===== config.mk =====
export PLATFORM = sky130hd
export DESIGN_NAME = uart_controller
export DESIGN_NICKNAME = d
export VERILOG_FILES = /design/src/rtl/uart_pkg.sv /design/src/rtl/uart_rx.sv /design/src/rtl/uart_controller.sv
export SDC_FILE = /design/constraint.sdc
export NUM_CORES = 1
export LEC_CHECK = 0
export BUFFER_PORTS_ARGS = -buffer_cell sky130_fd_sc_hd__buf_2
export CAP_MARGIN = 20
export CORE_ASPECT_RATIO = 0.8
export CORE_MARGIN = 10
export CORE_UTILIZATION = 50
export DETAILED_ROUTE_END_ITERATION = 10
export HOLD_SLACK_MARGIN = 0.03
export PLACE_DENSITY = 0.77
export SKIP_CTS_REPAIR_TIMING = 1
export SYNTH_ARGS = -nofsm -noshare
export SYNTH_HDL_FRONTEND = slang
export SYNTH_HIERARCHICAL = 1
export SYNTH_SLANG_ARGS = --single-unit

===== constraint.sdc =====
create_clock -name iClk -period 3.55 [get_ports iClk]
set_input_delay 0.71 -clock iClk [delete_from_list [all_inputs] [get_ports iClk]]
set_output_delay 0.71 -clock iClk [all_outputs]
set_load 0.03 [all_outputs]

===== src/rtl/uart_pkg.sv =====
// uart_pkg: shared types and constants for the 8N1 UART controller.
//   - tx_state_t / rx_state_t : FSM state encodings for the transmitter and receiver
//   - DATA_BITS, START_LVL, STOP_LVL, IDLE_LVL : frame format constants
//   - baud_div() : bit period in clock cycles (integer truncation)
package uart_pkg;

   typedef enum logic [2:0] {
      TX_IDLE,
      TX_START,
      TX_DATA,
      TX_STOP,
      TX_DONE
   } tx_state_t;

   // RX_FERR holds the receiver after a bad stop bit until the line is high again.
   typedef enum logic [2:0] {
      RX_IDLE,
      RX_START,
      RX_DATA,
      RX_STOP,
      RX_FERR
   } rx_state_t;

   localparam int   DATA_BITS = 8;
   localparam logic START_LVL = 1'b0;
   localparam logic STOP_LVL  = 1'b1;
   localparam logic IDLE_LVL  = 1'b1;

   function automatic int baud_div(input int clk_freq, input int baud);
      return clk_freq / baud;
   endfunction

endpackage


===== src/rtl/uart_rx.sv =====
// uart_rx: oversampling 8N1 byte receiver.
//   iClk, iRst       : clock, synchronous active-high reset
//   iEn, iRxEn       : both must be high for the receiver to run; either low aborts a frame
//   iRxPin           : asynchronous serial input (2-flop synchronized internally)
//   oRxData          : last good byte, held until the next good frame
//   oRxDataValid     : one-cycle pulse when oRxData updates
// Start is detected on a high->low transition of the synchronized line, resampled
// at half a bit to reject glitches, then each bit is sampled at mid-bit.
module uart_rx
   import uart_pkg::*;
#(
   parameter int CLK_FREQ = 50_000_000,
   parameter int BAUD     = 115200
) (
   input  logic       iClk,
   input  logic       iRst,
   input  logic       iEn,
   input  logic       iRxEn,
   input  logic       iRxPin,
   output logic [7:0] oRxData,
   output logic       oRxDataValid
);

   localparam int DIV   = baud_div(CLK_FREQ, BAUD);
   localparam int CNT_W = (DIV > 1) ? $clog2(DIV) : 1;
   localparam int IDX_W = $clog2(DATA_BITS);

   localparam logic [CNT_W-1:0] CNT_FULL = CNT_W'(DIV - 1);
   localparam logic [CNT_W-1:0] CNT_HALF = CNT_W'(DIV / 2 - 1);
   localparam logic [IDX_W-1:0] IDX_LAST = IDX_W'(DATA_BITS - 1);

   logic                 rx_s1;
   logic                 rx_s2;
   logic                 rx_prev;
   logic                 fall;
   logic                 run;
   rx_state_t            rx_state;
   logic [CNT_W-1:0]     rx_cnt;
   logic [IDX_W-1:0]     rx_idx;
   logic [DATA_BITS-1:0] rx_shift;

   // Synchronizer stages reset to the idle level so reset never looks like a start edge.
   always_ff @(posedge iClk) begin
      if (iRst) begin
         rx_s1   <= IDLE_LVL;
         rx_s2   <= IDLE_LVL;
         rx_prev <= IDLE_LVL;
      end else begin
         rx_s1   <= iRxPin;
         rx_s2   <= rx_s1;
         rx_prev <= rx_s2;
      end
   end

   assign fall = (rx_prev == IDLE_LVL) && (rx_s2 == START_LVL);
   assign run  = iEn && iRxEn;

   always_ff @(posedge iClk) begin
      if (iRst) begin
         rx_state     <= RX_IDLE;
         rx_cnt       <= '0;
         rx_idx       <= '0;
         oRxData      <= '0;
         oRxDataValid <= 1'b0;
      end else if (!run) begin
         rx_state     <= RX_IDLE;
         oRxDataValid <= 1'b0;
      end else begin
         oRxDataValid <= 1'b0;
         case (rx_state)
            RX_IDLE: begin
               if (fall) begin
                  rx_cnt   <= CNT_HALF;
                  rx_state <= RX_START;
               end
            end

            RX_START: begin
               if (rx_cnt == '0) begin
                  if (rx_s2 != START_LVL) begin
                     rx_state <= RX_IDLE;
                  end else begin
                     rx_cnt   <= CNT_FULL;
                     rx_idx   <= '0;
                     rx_state <= RX_DATA;
                  end
               end else begin
                  rx_cnt <= rx_cnt - 1'b1;
               end
            end

            RX_DATA: begin
               if (rx_cnt == '0) begin
                  rx_shift <= {rx_s2, rx_shift[DATA_BITS-1:1]};
                  rx_cnt   <= CNT_FULL;
                  if (rx_idx == IDX_LAST) begin
                     rx_state <= RX_STOP;
                  end else begin
                     rx_idx <= rx_idx + 1'b1;
                  end
               end else begin
                  rx_cnt <= rx_cnt - 1'b1;
               end
            end

            RX_STOP: begin
               if (rx_cnt == '0) begin
                  if (rx_s2 == STOP_LVL) begin
                     oRxData      <= rx_shift;
                     oRxDataValid <= 1'b1;
                     rx_state     <= RX_IDLE;
                  end else begin
                     rx_state <= RX_FERR;
                  end
               end else begin
                  rx_cnt <= rx_cnt - 1'b1;
               end
            end

            RX_FERR: begin
               if (rx_s2 == IDLE_LVL) begin
                  rx_state <= RX_IDLE;
               end
            end

            default: rx_state <= RX_IDLE;
         endcase
      end
   end

endmodule


===== src/rtl/uart_controller.sv =====
// uart_controller: full-duplex 8N1 UART endpoint (transmitter + optional receiver).
//   iClk, iRst     : clock, synchronous active-high reset
//   iEn            : global enable; low holds/aborts both directions to idle
//   iTxEn, iTxData : level transmit request and byte (byte captured on the accept edge)
//   oTxDone        : one-cycle pulse after the stop bit
//   oTxPin         : serial output, idle high
//   iRxEn, iRxPin  : receiver enable and asynchronous serial input
//   oRxData, oRxDataValid : last good byte and its one-cycle update strobe
// Build option: define UART_RX_EN to include the receiver (uart_rx). Without it the
// receive outputs are tied to zero and iRxEn/iRxPin are unused.
module uart_controller
   import uart_pkg::*;
#(
   parameter int CLK_FREQ = 50_000_000,
   parameter int BAUD     = 115200
) (
   input  logic       iClk,
   input  logic       iRst,
   input  logic       iEn,
   input  logic       iTxEn,
   input  logic [7:0] iTxData,
   output logic       oTxDone,
   output logic       oTxPin,
   input  logic       iRxEn,
   output logic [7:0] oRxData,
   output logic       oRxDataValid,
   input  logic       iRxPin
);

   localparam int DIV   = baud_div(CLK_FREQ, BAUD);
   localparam int CNT_W = (DIV > 1) ? $clog2(DIV) : 1;
   localparam int IDX_W = $clog2(DATA_BITS);

   localparam logic [CNT_W-1:0] CNT_FULL = CNT_W'(DIV - 1);
   localparam logic [IDX_W-1:0] IDX_LAST = IDX_W'(DATA_BITS - 1);

   tx_state_t            tx_state;
   logic [CNT_W-1:0]     tx_cnt;
   logic [IDX_W-1:0]     tx_idx;
   logic [DATA_BITS-1:0] tx_shift;

   // The pin is registered and always holds the level of the current bit; the
   // shift register is pre-shifted so bit 0 is always the next bit to drive.
   always_ff @(posedge iClk) begin
      if (iRst) begin
         tx_state <= TX_IDLE;
         tx_cnt   <= '0;
         tx_idx   <= '0;
         oTxPin   <= IDLE_LVL;
         oTxDone  <= 1'b0;
      end else if (!iEn && (tx_state != TX_IDLE)) begin
         tx_state <= TX_IDLE;
         oTxPin   <= IDLE_LVL;
         oTxDone  <= 1'b0;
      end else begin
         oTxDone <= 1'b0;
         case (tx_state)
            TX_IDLE: begin
               oTxPin <= IDLE_LVL;
               if (iEn && iTxEn) begin
                  tx_shift <= iTxData;
                  tx_cnt   <= CNT_FULL;
                  oTxPin   <= START_LVL;
                  tx_state <= TX_START;
               end
            end

            TX_START: begin
               if (tx_cnt == '0) begin
                  oTxPin   <= tx_shift[0];
                  tx_shift <= {1'b0, tx_shift[DATA_BITS-1:1]};
                  tx_idx   <= '0;
                  tx_cnt   <= CNT_FULL;
                  tx_state <= TX_DATA;
               end else begin
                  tx_cnt <= tx_cnt - 1'b1;
               end
            end

            TX_DATA: begin
               if (tx_cnt == '0) begin
                  tx_cnt <= CNT_FULL;
                  if (tx_idx == IDX_LAST) begin
                     oTxPin   <= STOP_LVL;
                     tx_state <= TX_STOP;
                  end else begin
                     oTxPin   <= tx_shift[0];
                     tx_shift <= {1'b0, tx_shift[DATA_BITS-1:1]};
                     tx_idx   <= tx_idx + 1'b1;
                  end
               end else begin
                  tx_cnt <= tx_cnt - 1'b1;
               end
            end

            TX_STOP: begin
               if (tx_cnt == '0) begin
                  oTxPin   <= IDLE_LVL;
                  oTxDone  <= 1'b1;
                  tx_state <= TX_DONE;
               end else begin
                  tx_cnt <= tx_cnt - 1'b1;
               end
            end

            // One-cycle acknowledge; a request still pending is taken from IDLE next cycle.
            TX_DONE: begin
               oTxPin   <= IDLE_LVL;
               tx_state <= TX_IDLE;
            end

            default: begin
               oTxPin   <= IDLE_LVL;
               tx_state <= TX_IDLE;
            end
         endcase
      end
   end

`ifdef UART_RX_EN
   uart_rx #(
      .CLK_FREQ (CLK_FREQ),
      .BAUD     (BAUD)
   ) u_rx (
      .iClk         (iClk),
      .iRst         (iRst),
      .iEn          (iEn),
      .iRxEn        (iRxEn),
      .iRxPin       (iRxPin),
      .oRxData      (oRxData),
      .oRxDataValid (oRxDataValid)
   );
`else
   logic unused_rx;

   assign unused_rx    = iRxPin ^ iRxEn;
   assign oRxData      = '0;
   assign oRxDataValid = 1'b0;
`endif

endmodule


==> tab_implementation.tex, run 1 <==
\begin{tabular}{lr}
\hline
Metric & Value \\
\hline
\multicolumn{2}{l}{\textbf{Run status}} \\
Status & finished, final reports clean \\
\multicolumn{2}{l}{\textbf{Floorplan}} \\
Total number of placement rows & 17 \\
Initial core utilization & approximately 52\% \\
Die Span Y & around 68 um \\
Core outline area & approximately 0.0027 mm2 \\
Floorplan die area & 0.00542 mm2 \\
DIE WIDTH & 79.8 um \\
I/O Pins & 25 \\
\multicolumn{2}{l}{\textbf{Setup path}} \\
Maximum cell stage delay along the critical path & 0.62 ns \\
Highest net fanout along the worst path & 16 \\
Slowest cell on the critical path & sky130\_fd\_sc\_hd\_\_a21oi\_1 \\
Register-to-register setup slack & 1.23 ns \\
Worst Setup Path Type & in2reg \\
Capturing point of the worst reg2reg path & tx\_shift[5] \\
Worst Reg-to-Reg Cells & 5 \\
Bufs and invs on worst path & 2 \\
Crit path arrival time & 2.42 ns \\
Source of the critical timing path & iRst \\
Critical Path RT & approximately 3.5 ns \\
CP startpoint kind & primary input \\
Startpoint of the most critical register-to-register path & tx\_idx[0] \\
Gate family responsible for the most delay along the worst path & compound AO/OA/AOI/OAI gates \\
Element type at the critical path end & flop \\
Series of cell instances along the critical path & buf\_2, inv\_1, o21ai\_0, or3\_1, a21oi\_1 \\
\multicolumn{2}{l}{\textbf{GRT}} \\
First-pass GRT wire length & approximately 5200 um \\
Initial antenna violation count & 0 \\
Number of global-route vias before repair & 1196 \\
GR Overflow Total & 0 \\
Maximum number of pins on one net before global-route repair & 17 \\
Total GRT Usage & 11.9\% \\
\multicolumn{2}{l}{\textbf{Synth}} \\
Number of storage elements in the synthesis netlist & 25 \\
Dominant synthesized flop cell & sky130\_fd\_sc\_hd\_\_dfxtp\_1 \\
Fraction of the yosys area taken by sequential cells & between 40\% and 50\% \\
Warnings, synthesis & 6 \\
Post-synthesis area per instance & between 9 and 10 um2 \\
Ranking of synthesized cells by area & sky130\_fd\_sc\_hd\_\_dfxtp\_1 24\%, sky130\_fd\_sc\_hd\_\_edfxtp\_1 17\%, sky130\_fd\_sc\_hd\_\_mux2\_2 5.5\% \\
Syn Inst Count & approximately 150 \\
Post-synth top area share & 23.8\% \\
Cell area after technology mapping & between 0.001 and 0.0015 mm2 \\
Most frequent cells after synthesis & 17 x sky130\_fd\_sc\_hd\_\_dfxtp\_1, 12 x sky130\_fd\_sc\_hd\_\_nor2\_1, 10 x sky130\_fd\_sc\_hd\_\_buf\_4, 9 x sky130\_fd\_sc\_hd\_\_nand2\_1, 8 x sky130\_fd\_sc\_hd\_\_edfxtp\_1 \\
Number of unique standard cell types used by synthesis & between 40 and 50 \\
Cell type with the highest aggregate area in the netlist & sky130\_fd\_sc\_hd\_\_dfxtp\_1 \\
Cell with the most instances after synthesis & sky130\_fd\_sc\_hd\_\_dfxtp\_1 \\
Share of async-settable or async-resettable flops after synthesis & 0\% \\
Number of flops mapped to enable cells by yosys & 8 \\
\multicolumn{2}{l}{\textbf{Pwr}} \\
Total design power & around 0.63 mW \\
Static leakage & a little under 0.6 nW \\
Total power density per cell area & 419 mW/mm2 \\
Peak supply drop & about 0.29 mV \\
\multicolumn{2}{l}{\textbf{Placed design}} \\
Port Buffer Count & 13 \\
Cell area reported after detailed placement & between 0.001 and 0.0015 mm2 \\
Half-perimeter wire length of the detailed placement result & about 2400 um \\
Worst setup timing slack at the placement stage & between 0.7 and 0.8 ns \\
Total instance count after detailed placement & 192 \\
Final RePlAce weighted congestion & 0.859 \\
\multicolumn{2}{l}{\textbf{STA}} \\
Period utilisation layout & just under 70\% \\
Transition at the pin with the smallest max-transition slack & approximately 0.8 ns \\
Normalized max-slew margin & a little under half \\
Hold Violations, Final & 0 \\
Clock period minus final worst setup slack & about 2.4 ns \\
Clock Skew & between 0.01 and 0.015 ns \\
Number of failing setup endpoints in the final timing report & 0 \\
Setup repair after global routing missed its margin & false \\
Fin worst setup slack & 1.10 ns \\
Fmax & 0.409 GHz \\
Slew Limit Fails & 0 \\
Worst hold margin & 0.499 ns \\
Total Negative Setup Slacks & 0 ns \\
\multicolumn{2}{l}{\textbf{Routing}} \\
Number of detailed-routing iterations run before antenna repair & 4 \\
DRT iter0 DRCs & 90 \\
Via count & $\sim$1200 \\
Routed length per placed instance & between 15 and 20 um \\
Remaining antenna violation count after routing & 0 \\
Post-route DRC & 0 \\
Post-Route WL & 3090 um \\
Average via count per standard cell & 5.98 \\
\multicolumn{2}{l}{\textbf{CTS}} \\
Level count of the clock H-tree & 1 \\
CTS Root Cell & sky130\_fd\_sc\_hd\_\_clkbuf\_4 \\
Max Root-Sink Buffers & 2 \\
TritonCTS clock tree & done \\
Number of buffers added by the clock tree synthesis step & 3 \\
Register clock-pin slew on the reported worst setup and hold paths & around 0.14 ns \\
Clk Latency, worst-skew pair & between 0.3 and 0.4 ns \\
\# clock sinks & 25 \\
\multicolumn{2}{l}{\textbf{Cells and area}} \\
Fraction of final layout cells sized beyond drive strength 1 & between 10\% and 20\% \\
Final std cells w/o fill & roughly 200 \\
Antenna diode instance count & 0 \\
Fin util & 54.9\% \\
Final design instance area without fill & around 0.0015 mm2 \\
Layout Nets & between 150 and 200 \\
P\&R area growth vs syn & 5.33\% \\
\multicolumn{2}{l}{\textbf{Worst hold path}} \\
Hold/Removal Path Class & reg2reg \\
Hold Path Depth & 2 \\
Worst min-delay path startpoint & tx\_idx[2] \\
Sink of the worst hold path & tx\_idx[2] \\
\multicolumn{2}{l}{\textbf{Run}} \\
Max-cap check violation count & 0 \\
\hline
\end{tabular}
## layout make-up
class | instances | area [um2]
inverters | 6 | 22.5
well taps | 38 | 47.5
multi-input cells | 109 | 757
clock buffers | 3 | 22.5
flip-flops and latches | 25 | 581
repair buffers | 14 | 72.6
fillers | 244 | 1240
clock inverters | 1 | 5.00
## kinds of logic (layout without fill, tap and decap cells)
kind of cell / after synthesis / in the layout / share of synthesized area [%]
flops: 25 / 25 / 40.6
fa+ha+maj: 4 / 4 / 3.50
xor+xnor: 1 / 1 / 0.612
other cells: 1 / 9 / 0.262
buf+inv: 22 / 24 / 8.65
compound gates: 30 / 30 / 15.9
simple gates: 58 / 58 / 25.0
mux: 7 / 7 / 5.51
## state kept, by name (all words and copies together) (netlist names)
register	count
tx_cnt	9
tx_shift	8
tx_state	3
oTxPin	1
oTxDone	1
tx_idx	3
## worst reg2reg max path: stages (launching register included)
cell and delay, ns:
sky130_fd_sc_hd__dfxtp_1 0.35, sky130_fd_sc_hd__ha_1 0.20, sky130_fd_sc_hd__ha_1 0.22, sky130_fd_sc_hd__o22a_1 0.23, sky130_fd_sc_hd__or3_1 0.33, sky130_fd_sc_hd__a21oi_1 0.62
## per-layer routing
layer | up-vias | global-route usage [%] | wire, um
li1 | 563 | - | -
met1 | 563 | 13.8 | 1300
met2 | 43 | 19.3 | 1500
met3 | 4 | 4.06 | 243
met4 | 0 | 6.58 | 51
met5 | - | 0 | 0
## placed cells by master, fill, tap and decap left out, types with 2 or more instances in the layout
master                     count
sky130_fd_sc_hd__o21ai_0       2
sky130_fd_sc_hd__nand2b_1      2
sky130_fd_sc_hd__nor3_1        3
sky130_fd_sc_hd__or4b_1        2
sky130_fd_sc_hd__a21oi_1       6
sky130_fd_sc_hd__nor2_1       12
sky130_fd_sc_hd__a2111o_1      2
sky130_fd_sc_hd__o31ai_1       2
sky130_fd_sc_hd__nand3_1       6
sky130_fd_sc_hd__inv_1         6
sky130_fd_sc_hd__mux2_2        7
sky130_fd_sc_hd__o311ai_0      2
sky130_fd_sc_hd__clkbuf_4      3
sky130_fd_sc_hd__ha_1          4
sky130_fd_sc_hd__buf_2        13
sky130_fd_sc_hd__a211oi_1      5
sky130_fd_sc_hd__nor4b_1       2
sky130_fd_sc_hd__dfxtp_1      17
sky130_fd_sc_hd__or4_1         2
sky130_fd_sc_hd__or3_1         3
sky130_fd_sc_hd__edfxtp_1      8
sky130_fd_sc_hd__o32ai_1       2
sky130_fd_sc_hd__nand2_1       9
sky130_fd_sc_hd__and2_1        2
sky130_fd_sc_hd__nand4_1       3
sky130_fd_sc_hd__conb_1        9
## how the worst max path moves through the flow
| stage | cells after the start | to | slack, ns |
|---|---|---|---|
| final | 5 | tx_shift[5] | 1.10 |
| after global routing | 5 | tx_shift[6] | 0.96 |
| after CTS | 5 | tx_shift[6] | 1.13 |
| after detailed placement | 5 | tx_shift[1] | 0.77 |
| after global placement | 5 | tx_shift[0] | 0.86 |
| after floorplan | 4 | tx_shift[0] | 1.33 |
## report_power, final
group | internal [mW] | leakage [nW] | switching [mW]
Combinational | 0.0644 | 0.351 | 0.0901
Sequential | 0.321 | 0.213 | 0.0269
Clock | 0.0424 | 0.0177 | 0.0877
No activity file was read; power rests on OpenSTA's default activity.
==> run 2: changes to the inputs <==
- ABC_AREA: not set -> 1
- clock period: 3.55 -> 2.4 ns (I/O delays scaled with it)
==> tab_implementation.tex, run 2 <==
\begin{tabular}{lr}
\hline
Metric & Value \\
\hline
\multicolumn{2}{l}{\textbf{Synth}} \\
Largest family of logic cells by synthesized area & simple AND/OR/NAND/NOR gates \\
Cell with the most instances after synthesis & sky130\_fd\_sc\_hd\_\_nand2\_1 \\
Number of unique standard cell types used by synthesis & 27 \\
Simple-gate portion of the synthesized area & around 37\% \\
Cell type with the highest aggregate area in the netlist & sky130\_fd\_sc\_hd\_\_dfxtp\_1 \\
Most frequent cells after synthesis & 55 x sky130\_fd\_sc\_hd\_\_nand2\_1, 23 x sky130\_fd\_sc\_hd\_\_nor2\_1, 19 x sky130\_fd\_sc\_hd\_\_inv\_1, 17 x sky130\_fd\_sc\_hd\_\_dfxtp\_1, 14 x sky130\_fd\_sc\_hd\_\_nand3\_1 \\
Number of storage elements in the synthesis netlist & 25 \\
Number of flops mapped to enable cells by yosys & 8 \\
Synthesized-area fraction occupied by adder cells & 3.45\% \\
Post-synthesis area per instance & approximately 7.4 um2 \\
Share of async-settable or async-resettable flops after synthesis & 0\% \\
Multiplexer share of the synthesized area & 0\% \\
Warnings, synthesis & 6 \\
Cell area after technology mapping & around 0.0015 mm2 \\
Syn Inst Count & about 200 \\
Fraction of the yosys area taken by sequential cells & approximately 40\% \\
Ranking of synthesized cells by area & sky130\_fd\_sc\_hd\_\_dfxtp\_1 23\%, sky130\_fd\_sc\_hd\_\_edfxtp\_1 17\%, sky130\_fd\_sc\_hd\_\_nand2\_1 14\% \\
Share of the synthesized area in compound gates (AO/OA/AOI/OAI) & under 10\% \\
Xor/xnor share of the synthesized area & 0\% \\
Dominant synthesized flop cell & sky130\_fd\_sc\_hd\_\_dfxtp\_1 \\
Post-synth top area share & 23.5\% \\
\multicolumn{2}{l}{\textbf{Worst hold path}} \\
Hold/Removal Path Class & in2reg \\
Hold Path Depth & 3 \\
Worst min-delay path startpoint & iTxData[0] \\
Sink of the worst hold path & tx\_shift[0] \\
\multicolumn{2}{l}{\textbf{Cells and area}} \\
Antenna diode instance count & 0 \\
Combined flip-flop and latch cell area & a little under 600 um2 \\
Most frequent cells in the layout & 55 x sky130\_fd\_sc\_hd\_\_nand2\_1, 23 x sky130\_fd\_sc\_hd\_\_nor2\_1, 19 x sky130\_fd\_sc\_hd\_\_inv\_1, 17 x sky130\_fd\_sc\_hd\_\_dfxtp\_1, 14 x sky130\_fd\_sc\_hd\_\_nand3\_1 \\
Most common cell after layout, fill and taps aside & sky130\_fd\_sc\_hd\_\_nand2\_1 \\
Number of flip-flops in the largest register & 9 \\
P\&R area growth vs syn & 6.47\% \\
Fill cells & about 280 \\
Fraction of final layout cells sized beyond drive strength 1 & roughly 17\% \\
Register bank with the most flops & tx\_cnt \\
Multi-input gate area & between 700 and 800 um2 \\
Layout Nets & between 200 and 250 \\
Top flop regs & tx\_cnt x9, tx\_shift x8 \\
\multicolumn{2}{l}{\textbf{Pwr}} \\
Cell Int Power & 1.01 mW \\
Static leakage & $\sim$0.74 nW \\
Net switching power & 0.908 mW \\
Peak supply drop & 0.599 mV \\
Total power density per cell area & around 1200 mW/mm2 \\
Share of total power in the clock network & 10.1\% \\
Part of the power in combinational logic & a little over half \\
Fraction of power spent switching nets & between 40\% and 50\% \\
Total design power & 1.92 mW \\
Reg power frac & between 30\% and 40\% \\
\multicolumn{2}{l}{\textbf{CTS}} \\
Number of buffers added by the clock tree synthesis step & 3 \\
TritonCTS clock tree & done \\
\# clock sinks & 25 \\
Clk Latency, worst-skew pair & $\sim$0.33 ns \\
Max Root-Sink Buffers & 2 \\
Level count of the clock H-tree & 1 \\
CTS Root Cell & sky130\_fd\_sc\_hd\_\_clkbuf\_4 \\
Register clock-pin slew on the reported worst setup and hold paths & $\sim$0.14 ns \\
\multicolumn{2}{l}{\textbf{GRT}} \\
Initial antenna violation count & 0 \\
GR Overflow Total & 0 \\
Maximum number of pins on one net before global-route repair & 15 \\
Number of global-route vias before repair & between 1000 and 1500 \\
First-pass GRT wire length & roughly 4800 um \\
Total GRT Usage & between 10\% and 20\% \\
\multicolumn{2}{l}{\textbf{STA}} \\
Clock period minus final worst setup slack & approximately 1.8 ns \\
Hold Violations, Final & 0 \\
Fin worst setup slack & 0.639 ns \\
Period utilisation layout & around three quarters \\
Fmax & about 0.57 GHz \\
Setup repair after global routing missed its margin & false \\
Total Negative Setup Slacks & 0 ns \\
Number of failing setup endpoints in the final timing report & 0 \\
Clock Skew & $\sim$0.016 ns \\
Slew Limit Fails & 0 \\
\multicolumn{2}{l}{\textbf{Placed design}} \\
Half-perimeter wire length of the detailed placement result & around 2100 um \\
Port Buffer Count & 13 \\
Worst setup timing slack at the placement stage & between 0.6 and 0.7 ns \\
Final RePlAce weighted congestion & between 0.8 and 0.9 \\
\multicolumn{2}{l}{\textbf{Setup path}} \\
Slowest cell on the critical path & sky130\_fd\_sc\_hd\_\_dfxtp\_1 \\
Highest net fanout along the worst path & 14 \\
Crit path arrival time & $\sim$1.8 ns \\
Capturing point of the worst reg2reg path & tx\_shift[2] \\
Worst Reg-to-Reg Cells & 7 \\
Worst Setup Path Type & reg2reg \\
Startpoint of the most critical register-to-register path & tx\_state[1] \\
Element type at the critical path end & flop \\
Critical Path RT & 2.44 ns \\
CP startpoint kind & flop \\
Series of cell instances along the critical path & nor2\_2, nand2\_1, nand2\_4, inv\_4, nor2\_4, nor4\_1, buf\_4 \\
Register-to-register setup slack & 0.64 ns \\
Maximum cell stage delay along the critical path & roughly 0.5 ns \\
\multicolumn{2}{l}{\textbf{Floorplan}} \\
Floorplan die area & $\sim$0.0055 mm2 \\
DIE WIDTH & between 80 and 90 um \\
Initial core utilization & 52.4\% \\
Die Span Y & around 68 um \\
Core outline area & $\sim$0.0028 mm2 \\
Total number of placement rows & 17 \\
I/O Pins & 25 \\
\multicolumn{2}{l}{\textbf{Routing}} \\
Number of detailed-routing iterations run before antenna repair & 4 \\
Via count & 1200 \\
Total length of routed met3 wires & around 150 um \\
Routed length per placed instance & 11.1 um \\
Post-Route WL & approximately 2800 um \\
DRT iter0 DRCs & 88 \\
Wire length on met1 & 1360 um \\
Average via count per standard cell & about 4.8 \\
Remaining antenna violation count after routing & 0 \\
Uppermost signal routing layer after detailed routing & met4 \\
Met2 wirelength from detailed routing & 1230 um \\
Post-route DRC & 0 \\
\multicolumn{2}{l}{\textbf{Run}} \\
Max-cap check violation count & 0 \\
\multicolumn{2}{l}{\textbf{Run status}} \\
Status & finished, final reports clean \\
\hline
\end{tabular}
==> run 2: routing by layer <==
metal | track usage (%) | up-vias
met3 | 3.27 | 5
met5 | 0 | -
li1 | - | 643
met4 | 3.29 | 0
met1 | 14.0 | 536
met2 | 16.4 | 16
==> run 2: power by group through the flow <==
stage / registers [mW] / clock network (mW) / logic [mW]
2_1_floorplan: 0.692 / 0 / 0.864
3_3_place_gp: 0.699 / 0 / 1.01
3_5_place_dp: 0.699 / 0 / 1.03
4_1_cts: 0.691 / 0.196 / 1.03
5_1_grt: 0.711 / 0.216 / 1.20
6_report: 0.691 / 0.194 / 1.03
==> run 2: logic make-up after synthesis <==
| logic type | count (synthesis) |
|---|---|
| compound gates | 21 |
| fa+ha+maj | 4 |
| flops | 25 |
| simple gates | 114 |
| buf+inv | 32 |
| other cells | 1 |
==> run 2: critical path, delay by kind of cell, from the launching register on <==
kind                   cells  cell delay [ns]
AND/OR/NAND/NOR            5             0.61
buffers and inverters      2             0.36
flip-flops                 1             0.49
==> run 2: worst max path at each step <==
stage / start / end / cells after the start
floorplan: iRst / tx_shift[0] / 4
finish: tx_state[1] / tx_shift[2] / 7
CTS: tx_state[1] / tx_shift[4] / 7
global route: tx_state[1] / tx_shift[3] / 7
global placement: tx_state[1] / tx_shift[4] / 7
detailed placement: iRst / tx_shift[7] / 5
==> run 2: area by class of cell <==
class | count | share of cell area (%)
Clock buffer | 4 | 1.70
Inverter | 21 | 5.43
Multi-Input combinational cell | 148 | 47.5
Sequential cell | 25 | 37.6
Tap cell | 38 | 3.08
Timing Repair Buffer | 14 | 4.70
==> run 2: metrics by stage <==
step / cells / cell area, um2 / hold slack (ns) / utilization (%)
global route: 250 / 1540 / 0.397 / 55.8
finish: 250 / 1540 / 0.403 / 55.8
floorplan: 205 / 1480 / 0.440 / -
detailed placement: 246 / 1520 / 0.460 / 54.9
global placement: 246 / 1520 / 0.459 / 54.9
CTS: 250 / 1540 / 0.404 / 55.8
==> run 3: changes to the inputs <==
- CORE_UTILIZATION: 50 -> 49
- PLACE_DENSITY: 0.77 -> 0.79
- clock period: 2.4 -> 1.5 ns (I/O delays scaled with it)
==> tab_implementation.tex, run 3 (same netlist as run 2, synthesis figures left out) <==
\begin{tabular}{lr}
\hline
Metric & Value \\
\hline
\multicolumn{2}{l}{\textbf{Run status}} \\
Status & finished, violations left \\
Violated checks & setup timing \\
\multicolumn{2}{l}{\textbf{STA}} \\
Clock Skew & slightly below 0.008 ns \\
Clock period minus final worst setup slack & between 1.5 and 2 ns \\
Hold Violations, Final & 0 \\
Slew Limit Fails & 0 \\
Fmax & 0.665 GHz \\
Fin worst setup slack & -0.00290 ns \\
Number of failing setup endpoints in the final timing report & 5 \\
Period utilisation layout & 100\% \\
Worst hold margin & approximately 0.30 ns \\
Setup repair after global routing missed its margin & true \\
\multicolumn{2}{l}{\textbf{Floorplan}} \\
Die Span Y & $\sim$70 um \\
I/O Pins & 25 \\
Core outline area & around 0.0028 mm2 \\
Floorplan die area & 0.00555 mm2 \\
DIE WIDTH & 80.8 um \\
Total number of placement rows & 17 \\
Initial core utilization & 52.0\% \\
\multicolumn{2}{l}{\textbf{Placed design}} \\
Cell area reported after detailed placement & 0.00173 mm2 \\
Worst setup timing slack at the placement stage & -0.0439 ns \\
Half-perimeter wire length of the detailed placement result & between 2000 and 2500 um \\
Final RePlAce weighted congestion & $\sim$0.8 \\
Port Buffer Count & 13 \\
\multicolumn{2}{l}{\textbf{Routing}} \\
Number of detailed-routing iterations run before antenna repair & 4 \\
Average via count per standard cell & about 5 \\
Remaining antenna violation count after routing & 0 \\
Post-route DRC & 0 \\
Via count & approximately 1300 \\
DRT iter0 DRCs & 87 \\
Routed length per placed instance & approximately 12 um \\
Post-Route WL & 3190 um \\
\multicolumn{2}{l}{\textbf{Setup path}} \\
Series of cell instances along the critical path & ha\_4, ha\_4, nand3\_4, nand2\_4, nor4\_4, buf\_6 \\
Startpoint of the most critical register-to-register path & tx\_idx[0] \\
Maximum cell stage delay along the critical path & about 0.34 ns \\
CP startpoint kind & flop \\
Gate family responsible for the most delay along the worst path & simple AND/OR/NAND/NOR gates \\
Crit path arrival time & around 1.5 ns \\
Most prevalent standard cell on the critical path & sky130\_fd\_sc\_hd\_\_ha\_4 \\
Source of the critical timing path & tx\_idx[0] \\
Highest net fanout along the worst path & 8 \\
Bufs and invs on worst path & 1 \\
Element type at the critical path end & flop \\
Slowest cell on the critical path & sky130\_fd\_sc\_hd\_\_dfxtp\_2 \\
Worst Setup Path Type & reg2reg \\
Critical Path RT & 1.48 ns \\
\multicolumn{2}{l}{\textbf{Pwr}} \\
Total design power & roughly 3.8 mW \\
Static leakage & between 0.8 and 0.9 nW \\
Total power density per cell area & between 1500 and 2000 mW/mm2 \\
Peak supply drop & 0.874 mV \\
\multicolumn{2}{l}{\textbf{Cells and area}} \\
Most frequent cells in the layout & 53 x sky130\_fd\_sc\_hd\_\_nand2\_1, 23 x sky130\_fd\_sc\_hd\_\_buf\_4, 20 x sky130\_fd\_sc\_hd\_\_nor2\_1, 17 x sky130\_fd\_sc\_hd\_\_inv\_1, 13 x sky130\_fd\_sc\_hd\_\_buf\_2 \\
Register bank with the most flops & tx\_cnt \\
Fraction of final layout cells sized beyond drive strength 1 & between 30\% and 40\% \\
Final design instance area without fill & between 0.0015 and 0.002 mm2 \\
Top flop regs & tx\_cnt x9, tx\_shift x8 \\
Antenna diode instance count & 0 \\
P\&R area growth vs syn & 30.1\% \\
Layout Nets & 255 \\
Most common cell after layout, fill and taps aside & sky130\_fd\_sc\_hd\_\_nand2\_1 \\
Fin util & between 60\% and 70\% \\
Number of flip-flops in the largest register & 9 \\
\multicolumn{2}{l}{\textbf{CTS}} \\
Clk Latency, worst-skew pair & 0.27 ns \\
Level count of the clock H-tree & 1 \\
CTS Root Cell & sky130\_fd\_sc\_hd\_\_clkbuf\_8 \\
\# clock sinks & 25 \\
Max Root-Sink Buffers & 2 \\
Register clock-pin slew on the reported worst setup and hold paths & 0.09 ns \\
TritonCTS clock tree & done \\
Number of buffers added by the clock tree synthesis step & 3 \\
\multicolumn{2}{l}{\textbf{GRT}} \\
Met1 Resource Use GR & 15.0\% \\
Top Usage Layer GRT & met2 \\
Initial antenna violation count & 0 \\
Maximum number of pins on one net before global-route repair & 14 \\
Global routing met2 resource utilization & a little under a fifth \\
Met3 Track Usage GR & roughly 3.1\% \\
Total GRT Usage & a little under an eighth \\
First-pass GRT wire length & 5220 um \\
Number of global-route vias before repair & about 1200 \\
GR Overflow Total & 0 \\
\multicolumn{2}{l}{\textbf{Worst hold path}} \\
Worst min-delay path startpoint & iTxData[1] \\
Hold/Removal Path Class & in2reg \\
\multicolumn{2}{l}{\textbf{Run}} \\
Max-cap check violation count & 0 \\
\hline
\end{tabular}
==> run 3: through the flow <==
stage               instances  setup TNS [ns]
CTS                       272          -0.488
detailed placement        268          -0.350
global placement          268          -0.241
finish                    274         -0.0129
global route              274          -0.434
floorplan                 205          -0.978
==> run 3: worst reg2reg max path: stages, from the launching register on <==
cell,delay [ns]
sky130_fd_sc_hd__dfxtp_2,0.34
sky130_fd_sc_hd__ha_4,0.16
sky130_fd_sc_hd__ha_4,0.16
sky130_fd_sc_hd__nand3_4,0.07
sky130_fd_sc_hd__nand2_4,0.06
sky130_fd_sc_hd__nor4_4,0.25
sky130_fd_sc_hd__buf_6,0.17
==> run 3: path summary, 6_finish.rpt <==
| check | to | slack (ns) | cells past startpoint |
|---|---|---|---|
| setup reg to reg | tx_shift[3] | -0.003 | 6 |
| setup / recovery | tx_shift[3] | -0.003 | 6 |
| hold reg to reg | tx_cnt[8] | 0.48 | 2 |
| hold / removal | tx_shift[1] | 0.30 | 3 |
==> run 3: report_power, final <==
group	leakage [nW]	internal, mW	total (mW)	switching, mW
clock	0.0228	0.190	0.394	0.205
combinational	0.653	0.915	2.22	1.30
sequential	0.217	0.980	1.14	0.164
total	0.892	2.08	3.75	1.67
==> run 3: routing by layer <==
metal / routed length [um] / up-vias
met4: 29 / 0
met5: 0 / -
met2: 1520 / 27
met3: 210 / 2
met1: 1430 / 624
li1: - / 691
==> run 3: area by class of cell <==
class,count,area [um2]
inverters,21,83.8
well taps,38,47.5
multi-input cells,148,860
repair buffers,38,260
fillers,220,900
clock buffers,4,45.0
flip-flops and latches,25,591
